<file path="src/rtl/multicycle_computer.sv">
// multicycle_computer: FSM-sequenced A/B accumulator core with a handshaked data port,
// a return stack for CALL/RET, and sticky error reporting.
module multicycle_computer #(
    parameter int DATA_W      = 8,
    parameter int ADDR_W      = 8,
    parameter int STACK_DEPTH = 8
) (
    input  logic              clk,
    input  logic              rst,
    output logic [ADDR_W-1:0] imem_addr,
    input  logic [DATA_W+6:0] imem_data,
    output logic              dmem_req,
    output logic              dmem_we,
    output logic [ADDR_W-1:0] dmem_addr,
    output logic [DATA_W-1:0] dmem_wdata,
    input  logic [DATA_W-1:0] dmem_rdata,
    input  logic              dmem_ack,
    output logic [ADDR_W-1:0] pc_out,
    output logic [DATA_W-1:0] reg_a,
    output logic [DATA_W-1:0] reg_b,
    output logic [3:0]        flags,
    output logic              halted,
    output logic [1:0]        err
);
    typedef enum logic [1:0] {FETCH, EXEC, MEM_WAIT, HALT} state_t;
    localparam int SP_W = $clog2(STACK_DEPTH) + 1;

    state_t            r_state;
    logic [DATA_W+6:0] r_ir;
    logic [ADDR_W-1:0] r_pc, r_daddr;
    logic [DATA_W-1:0] r_a, r_b;
    logic [3:0]        r_flags;
    logic [1:0]        r_err;
    logic [SP_W-1:0]   r_sp;
    logic              r_req, r_we;
    logic [ADDR_W-1:0] r_stack [STACK_DEPTH];

    logic [6:0]        w_op;
    logic [DATA_W-1:0] w_lit, w_opnd, w_res;
    logic [DATA_W:0]   w_sum;
    logic [SP_W-2:0]   w_top;
    logic              w_sub, w_logic, w_alu, w_mem, w_legal, w_jump, w_c, w_v;
    logic              w_full, w_empty, w_push;

    always_comb begin
        w_op    = r_ir[DATA_W+6:DATA_W];
        w_lit   = r_ir[DATA_W-1:0];
        w_opnd  = (w_op == 7'h0C || w_op == 7'h0D) ? w_lit : r_b;
        w_sub   = w_op == 7'h06 || w_op == 7'h0D || w_op == 7'h10;
        w_logic = w_op == 7'h08 || w_op == 7'h09 || w_op == 7'h0A;
        w_alu   = w_sub || w_logic || w_op == 7'h04 || w_op == 7'h0C;
        w_mem   = w_op inside {7'h20, 7'h21, 7'h22, 7'h23};
        w_legal = w_alu || w_mem || w_op inside {7'h00, 7'h02, 7'h03, 7'h30, 7'h31, 7'h32,
                                                 7'h33, 7'h38, 7'h39, 7'h7F};
        // The extra top bit is carry for add and borrow (A < operand) for subtract.
        w_sum   = w_sub ? {1'b0, r_a} - {1'b0, w_opnd} : {1'b0, r_a} + {1'b0, w_opnd};
        w_res   = w_op == 7'h08 ? r_a & r_b : w_op == 7'h09 ? r_a | r_b :
                  w_op == 7'h0A ? r_a ^ r_b : w_sum[DATA_W-1:0];
        w_c     = !w_logic && w_sum[DATA_W];
        w_v     = !w_logic && (w_res[DATA_W-1] != r_a[DATA_W-1]) &&
                  ((r_a[DATA_W-1] != w_opnd[DATA_W-1]) == w_sub);
        w_jump  = w_op == 7'h30 || (w_op == 7'h31 && r_flags[3]) ||
                  (w_op == 7'h32 && !r_flags[3]) || (w_op == 7'h33 && r_flags[1]);
        w_full  = r_sp == SP_W'(STACK_DEPTH);
        w_empty = r_sp == '0;
        w_top   = r_sp[SP_W-2:0] - 1'b1;
        w_push  = r_state == EXEC && w_op == 7'h38 && !w_full;
    end

    always_ff @(posedge clk)
        if (w_push) r_stack[r_sp[SP_W-2:0]] <= r_pc + 1'b1;

    always_ff @(posedge clk or posedge rst) begin
        if (rst) begin
            r_state <= FETCH;
            r_ir    <= '0;
            r_pc    <= '0;
            r_a     <= '0;
            r_b     <= '0;
            r_flags <= '0;
            r_err   <= '0;
            r_sp    <= '0;
            r_req   <= 1'b0;
            r_we    <= 1'b0;
            r_daddr <= '0;
        end else begin
            case (r_state)
                FETCH: begin
                    r_ir    <= imem_data;
                    r_state <= EXEC;
                end
                EXEC: begin
                    r_state <= FETCH;
                    r_pc    <= r_pc + 1'b1;
                    if (w_alu) r_flags <= {w_res == '0, w_res[DATA_W-1], w_c, w_v};
                    if (w_alu && w_op != 7'h10) r_a <= w_res;
                    if (w_op == 7'h02) r_a <= w_lit;
                    if (w_op == 7'h03) r_b <= w_lit;
                    if (!w_legal) r_err[0] <= 1'b1;
                    if (w_jump) r_pc <= w_lit[ADDR_W-1:0];
                    if (w_mem) begin
                        r_state <= MEM_WAIT;
                        r_pc    <= r_pc;
                        r_req   <= 1'b1;
                        r_we    <= w_op[0];
                        r_daddr <= w_op[1] ? r_b[ADDR_W-1:0] : w_lit[ADDR_W-1:0];
                    end
                    if (w_op == 7'h38) begin
                        r_pc <= w_full ? r_pc : w_lit[ADDR_W-1:0];
                        r_sp <= w_full ? r_sp : r_sp + 1'b1;
                    end
                    if (w_op == 7'h39) begin
                        r_pc <= w_empty ? r_pc : r_stack[w_top];
                        r_sp <= w_empty ? r_sp : r_sp - 1'b1;
                    end
                    if ((w_op == 7'h38 && w_full) || (w_op == 7'h39 && w_empty)) begin
                        r_err[1] <= 1'b1;
                        r_state  <= HALT;
                    end
                    if (w_op == 7'h7F) begin
                        r_pc    <= r_pc;
                        r_state <= HALT;
                    end
                end
                MEM_WAIT: if (dmem_ack) begin
                    r_req   <= 1'b0;
                    r_pc    <= r_pc + 1'b1;
                    r_state <= FETCH;
                    if (!r_we) r_a <= dmem_rdata;
                end
                default: r_state <= HALT;
            endcase
        end
    end

    assign imem_addr  = r_pc;
    assign pc_out     = r_pc;
    assign dmem_req   = r_req;
    assign dmem_we    = r_we;
    assign dmem_addr  = r_daddr;
    assign dmem_wdata = r_a;
    assign reg_a      = r_a;
    assign reg_b      = r_b;
    assign flags      = r_flags;
    assign err        = r_err;
    assign halted     = r_state == HALT;
endmodule

</file>
<file path="config.mk">
export PLATFORM = sky130hd
export DESIGN_NAME = multicycle_computer
export DESIGN_NICKNAME = d
export VERILOG_FILES = /design/src/rtl/multicycle_computer.sv
export SDC_FILE = /design/constraint.sdc
export NUM_CORES = 1
export LEC_CHECK = 0
export BUFFER_PORTS_ARGS = -buffer_cell sky130_fd_sc_hd__buf_2
export CORE_AREA = 2 2 123 125
export CTS_BUF_LIST = sky130_fd_sc_hd__clkbuf_4
export CTS_CLUSTER_SIZE = 30
export DETAILED_ROUTE_END_ITERATION = 12
export DIE_AREA = 0 0 125 127
export PLACE_DENSITY = 0.69
export SYNTH_ARGS = -nofsm -noshare
export SYNTH_HDL_FRONTEND = slang
export SYNTH_SLANG_ARGS = --single-unit
</file>
<file path="constraint.sdc">
create_clock -name clk -period 4.2 [get_ports clk]
set_clock_uncertainty 0.1 [all_clocks]
set_input_delay 0.42 -clock clk [delete_from_list [all_inputs] [get_ports clk]]
set_output_delay 0.42 -clock clk [all_outputs]
set_load 0.005 [all_outputs]
</file>
[Word level (Yosys, flattened, before mapping)]
Memory sizes are Yosys's and may differ from the RTL's.
Cells that the tools add are included.
Cells by class
  add/sub/neg operators: 6
  eq/ne operators: 39
  muxes and demuxes: 34
  bitwise gates (word level): 4
  reductions and logical operators: 45
Operators with widths (number)
  8-bit 2-to-1 mux: 17
  7-bit by 6-bit equality test with 1-bit output, second input constant: 10
  7-bit by 4-bit equality test with 1-bit output, second input constant: 5
  8-bit case mux with 2 select lines: 2
  4-bit 2-to-1 mux: 4
  7-bit by 2-bit equality test with 1-bit output, second input constant: 2
  7-bit by 3-bit equality test with 1-bit output, second input constant: 2
  1-bit logical OR: 14
  1-bit logical AND: 11
  2-bit inequality test, second input constant: 5
  2-bit AND reduction: 5
  10-bit nonzero test: 1
  8-bit by 8-bit adder with 9-bit output: 1
  9-bit 2-to-1 mux: 1
  8-bit by 8-bit subtractor with 9-bit output: 1
  8-bit by 1-bit adder with 8-bit output, second input constant: 1
  8-bit AND: 1
  8-bit logical NOT: 1
  2-bit 2-to-1 mux: 4
  8-bit bitwise OR: 1
  4-bit AND reduction: 2
  8-bit XOR: 1
  7-bit by 5-bit equality test with 1-bit output, second input constant: 1
  7-bit equality test, second input constant: 1
  other kinds (26): 34
Word-level totals
  bits in registers: 61
  bits in writable memories: 64
  input bits: 26
  memories kept: 1
Memory list
  r_stack: depth 8, bits a word 8, rd ports 1, clocked after Yosys merged registers in 0, write ports 1, RTL line 36  | logic [ADDR_W-1:0] r_stack [STACK_DEPTH];

[Logic depth before layout (Yosys ltp)]
  word-level depth: 11
  depth in mapped cells: 17
  gate-level depth less buffers: 15

[Worst setup path after synthesis]
No wires, ideal clock.
  path kind: flip-flop to flip-flop
  start: register r_ir[9]
  end: register r_flags[3], in the netlist flags[3]
  data arrival time: 3556 ps
  data required time: 3996 ps
  path slack: 441 ps
  cell stages (with the launch flop): 16
  buffers on the path: 3
  cells stage by stage: dfrtp_1 > buf_6 > buf_6 > buf_2 > or4_1 > nand2_1 > o21ai_1 > xnor2_1 > fa_1 > nand2b_1 > a21oi_1 > a211oi_1 > xnor2_1 > a32oi_1 > or3b_1 > o41ai_2
On the way
  cells in the longest elaborated chain, start to end: 9
  elaborated cells on any way between the ends: 25
  classes of those cells: 2 x add/sub; 8 x eq/ne; 5 x mux; 10 x reduce/logical
Ends and longest elaborated chain
  start: declaration: RTL line 29  | logic [DATA_W+6:0] r_ir;
  start signal: assignment: RTL line 89  | r_ir <= imem_data;
  7-bit by 4-bit equality test with 1-bit output (on tied branches): RTL line 48, 51, 49
  1-bit logical OR: RTL line 48  | w_opnd = (w_op == 7'h0C || w_op == 7'h0D) ? w_lit : r_b;
  8-bit 2-to-1 mux: RTL line 48
  8-bit by 8-bit adder with 9-bit output or 8-bit by 8-bit subtractor with 9-bit output (tied branches): RTL line 56  | w_sum = w_sub ? {1'b0, r_a} - {1'b0, w_opnd} : {1'b0, r_a} + {1'b0, w_opnd};
  9-bit 2-to-1 mux: RTL line 56
  8-bit 2-to-1 mux: RTL line 58  | w_op == 7'h0A ? r_a ^ r_b : w_sum[DATA_W-1:0];
  8-bit 2-to-1 mux (2 in series): RTL line 57  | w_res = w_op == 7'h08 ? r_a & r_b : w_op == 7'h09 ? r_a | r_b :
  8-bit logical NOT: RTL line 95  | if (w_alu) r_flags <= {w_res == '0, w_res[DATA_W-1], w_c, w_v};
  end signal: assignment: RTL line 95
  end: declaration: RTL line 32  | logic [3:0] r_flags;
Several ways; a longest one is shown, not always the timed one.
A chain may end at the register's enable or synchronous reset.

[Worst setup path after layout]
  start: register r_ir[14]
  end: register r_flags[3], in the netlist flags[3]
Same word-level chain as after synthesis.

==> run summary <==
Outcome = complete, no violations
Final Cycle Share = 91.3%
Worst-path clk slew = 0.14 ns
Drt first-iter violations = 404
Clk pwr share = 11.7%
GRT met2 Usage = 40.4%
H-tree Lvls = 4
Seq/Total Area, Yosys = 48.5%
Post-synth EDFFs = 64
Power Internal = 3.96 mW
Worst ir drop on vdd = 0.463 mV
Die area = 15900 um^2
Final worst slack = 0.366 ns
Min Tclk post-route = 3.83 ns
Max Fanout on Critical Path = 11
Core Region = 14400 um^2
Syn Nets = 691
Site Rows = 44
Nets = 782
Chip height = 127 um
IO Pins = 83
Via count = 5349
Initial Util = 49.3%
Post-route ant nets = 0
Final Wtd Congestion = 0.882
Yosys warns = 0
Drc violations = 0
Max Cap Viol = 0
Layout Utilization = 55.9%
Detailed Place HPWL = 13.1 mm
Post-Synth Adder-Cell Area = 5.67%
Pre-CTS setup slack = 0.410 ns
Sequential power share = 28.5%
GRT Total Usage = 23.5%
Dominant cell type by area after synthesis = edfxtp_1
Largest net degree at the start of global routing = 38
Antenna diodes = 0
Mapped Area = 7110 um^2
# clock sinks = 125
Post-Synth Simple-Gate Area = 12.8%
Total CTS buffers = 17
IO Port Bufs = 82
Post-synth top cells = nand2_1, edfxtp_1, dfrtp_1
Routing usage on met3 = 4.82%
Detailed Routing Iterations Pass 1 = 5
RSZ-0062 raised after global routing = no
Most used flip-flop cell after synthesis = edfxtp_1
Top post-synthesis cells by area = edfxtp_1, dfrtp_1, ha_1
XOR/XNOR Fraction of Synth Area = 3.20%
Max-slew violations = 0
Sw Pwr = 3.45 mW
Maximum buffer depth of the clock tree = 2
Final hold vios = 0
Area Growth Syn to Fin = 13.5%
Die width = 125 um
Drt total wl = 18.1 mm
Pwr/cell area = 919 nW/um^2
Kind of critical path = register to register
Global-route wire length before repair = 28.7 mm
Post-synthesis cell type count = 67
Met1 GRT Util = 28.0%
Setup Buffers After CTS = 0
CP Data Required Time = 4.56 ns
Vias in the first global route = 5476
Hold crit path type = input pin to register
Crit start category = register
Leak Pwr = 3.35 nW
Initial antenna violation count = 0
Worst slew margin = 39.4%
Synth Area in Compound Gates = 12.7%
Gate power share = 59.8%
Slew at the pin closest to its max-slew limit = 0.906 ns
Routed len/inst = 19.6 um
Sw Ratio = 46.6%
Gr busiest metal = met2
Async SR Flop Fraction = 48.8%
Flop and latch count out of synthesis = 125
Post-synthesis mux area share = 11.7%
CTS tree = done
Worst skew pair latency = 0.55 ns
F_max = 261 MHz
Fin Setup TNS = 0 ns
Arrival @ worst endpoint = 4.20 ns
Post-CTS Resized = 0
Largest family of logic cells by synthesized area = simple AND/OR/NAND/NOR gates
Avg Cell Area, Syn = 11.2 um^2
Remaining Overflow, GRT = 0
CTS root buffer = clkbuf_4
Vias per cell = 5.80
Crit end category = register
Share of layout cells above drive strength 1 = 25.3%
Post-Synthesis Cells = 634
Most common cell in the netlist = nand2_1
Synth top area share = 27.0%
Number of setup violations in the final report = 0
## cells by family after synthesis
kind of cell	after synthesis
and+or+nand+nor	180
buffers and inverters	75
AOI/OAI and AO/OA	137
DFF	125
xor gates and xnor gates	26
muxes	60
adders and majority gates	31
## layout by cell type, fill, tap and decap left out, types with 4 or more instances in the layout
cell	synthesis	final
ha_1	29	29
nand2b_1	9	9
nor3_1	11	11
nor2b_1	6	6
mux4_2	16	16
inv_6	0	4
buf_2	8	82
inv_8	0	5
or3_1	5	5
dlygate4sd3_1	0	16
dfrtp_1	61	61
and2_1	4	4
and3_1	5	5
nand2_1	65	65
xnor2_1	13	13
o21ai_0	45	45
buf_4	18	18
edfxtp_1	64	64
mux2i_1	22	22
o22ai_1	11	11
a211oi_1	9	9
inv_1	31	30
mux2_2	22	22
xor2_1	13	13
a21oi_1	29	29
nand3_1	8	8
a21o_1	5	5
nor2_1	45	45
clkbuf_4	0	17
## per-stage QoR
step | total power, mW | instances | hold slack (ns) | area, um^2
2_1_floorplan | 5.42 | 634 | 0.360 | 7110
3_3_place_gp | 6.40 | 874 | 0.357 | 7610
3_5_place_dp | 6.50 | 874 | 0.367 | 7610
4_1_cts | 7.42 | 922 | 0.00126 | 8070
5_1_grt | 8.04 | 922 | 0.0406 | 8070
6_report | 7.41 | 922 | 0.0575 | 8070
## critical path: stages, from the launching register on
cell,delay (ns)
dfrtp_1,0.59
nor4_4,0.44
buf_4,0.25
mux2i_1,0.27
a21oi_1,0.11
xor2_1,0.17
ha_1,0.36
nand3_1,0.11
a21oi_1,0.06
a211oi_1,0.30
xnor2_1,0.11
a32oi_1,0.20
or3b_1,0.39
o41ai_2,0.28
## worst paths after layout
kind                       depth (start not counted)  slack [ns]                   endpoint                startpoint
min in group asynchronous                          3        0.35   imem_addr[1]$_DFFE_PP0P_                       rst
min                                                3        0.06  dmem_wdata[2]$_DFFE_PP0P_             dmem_rdata[2]
max in group asynchronous                          4        2.76  dmem_wdata[1]$_DFFE_PP0P_                       rst
max reg2reg                                       13        0.37       flags[3]$_DFFE_PP0P_      r_ir[14]$_DFFE_PP0P_
min reg2reg                                        2        0.39   dmem_addr[1]$_DFFE_PP0P_  dmem_addr[1]$_DFFE_PP0P_
max                                               13        0.37       flags[3]$_DFFE_PP0P_      r_ir[14]$_DFFE_PP0P_
## area by class of cell
cell class / count / area [um^2]
clock buffers: 17 / 128
clock inverters: 15 / 169
fillers: 1227 / 6350
inverters: 31 / 116
multi-input cells: 434 / 3270
flip-flops and latches: 125 / 3450
well taps: 184 / 230
repair buffers: 116 / 706
## registers in the layout (all words and copies together) (netlist names)
| signal | cells |
|---|---|
| dmem_wdata | 8 |
| dmem_req | 1 |
| flags | 4 |
| dmem_addr | 8 |
| reg_b | 8 |
| err | 2 |
| dmem_we | 1 |
| imem_addr | 8 |
| r_sp | 4 |
| r_state | 2 |
| r_ir | 15 |
| r_stack | 64 |
## layer usage
metal	part of all wire (%)	wire length, um	vias up
li1	-	-	2494
met1	41	7350	2571
met2	50	9090	217
met3	5.1	918	67
met4	4.1	742	0
met5	0	0	-
## power by group through the flow
stage	logic [mW]	clock network (mW)	registers, mW
CTS	4.41	0.898	2.11
global route	4.95	0.950	2.15
finish	4.43	0.871	2.11
floorplan	3.49	0	1.94
global placement	4.28	0	2.11
detailed placement	4.37	0	2.13
## what timing repair did
item | in CTS | in global routing
setup endpoints to repair | 0 | 0
hold buffers | 16 | 0
hold endpoints to repair | 39 | 0
Power figures use the tool's default switching activity.
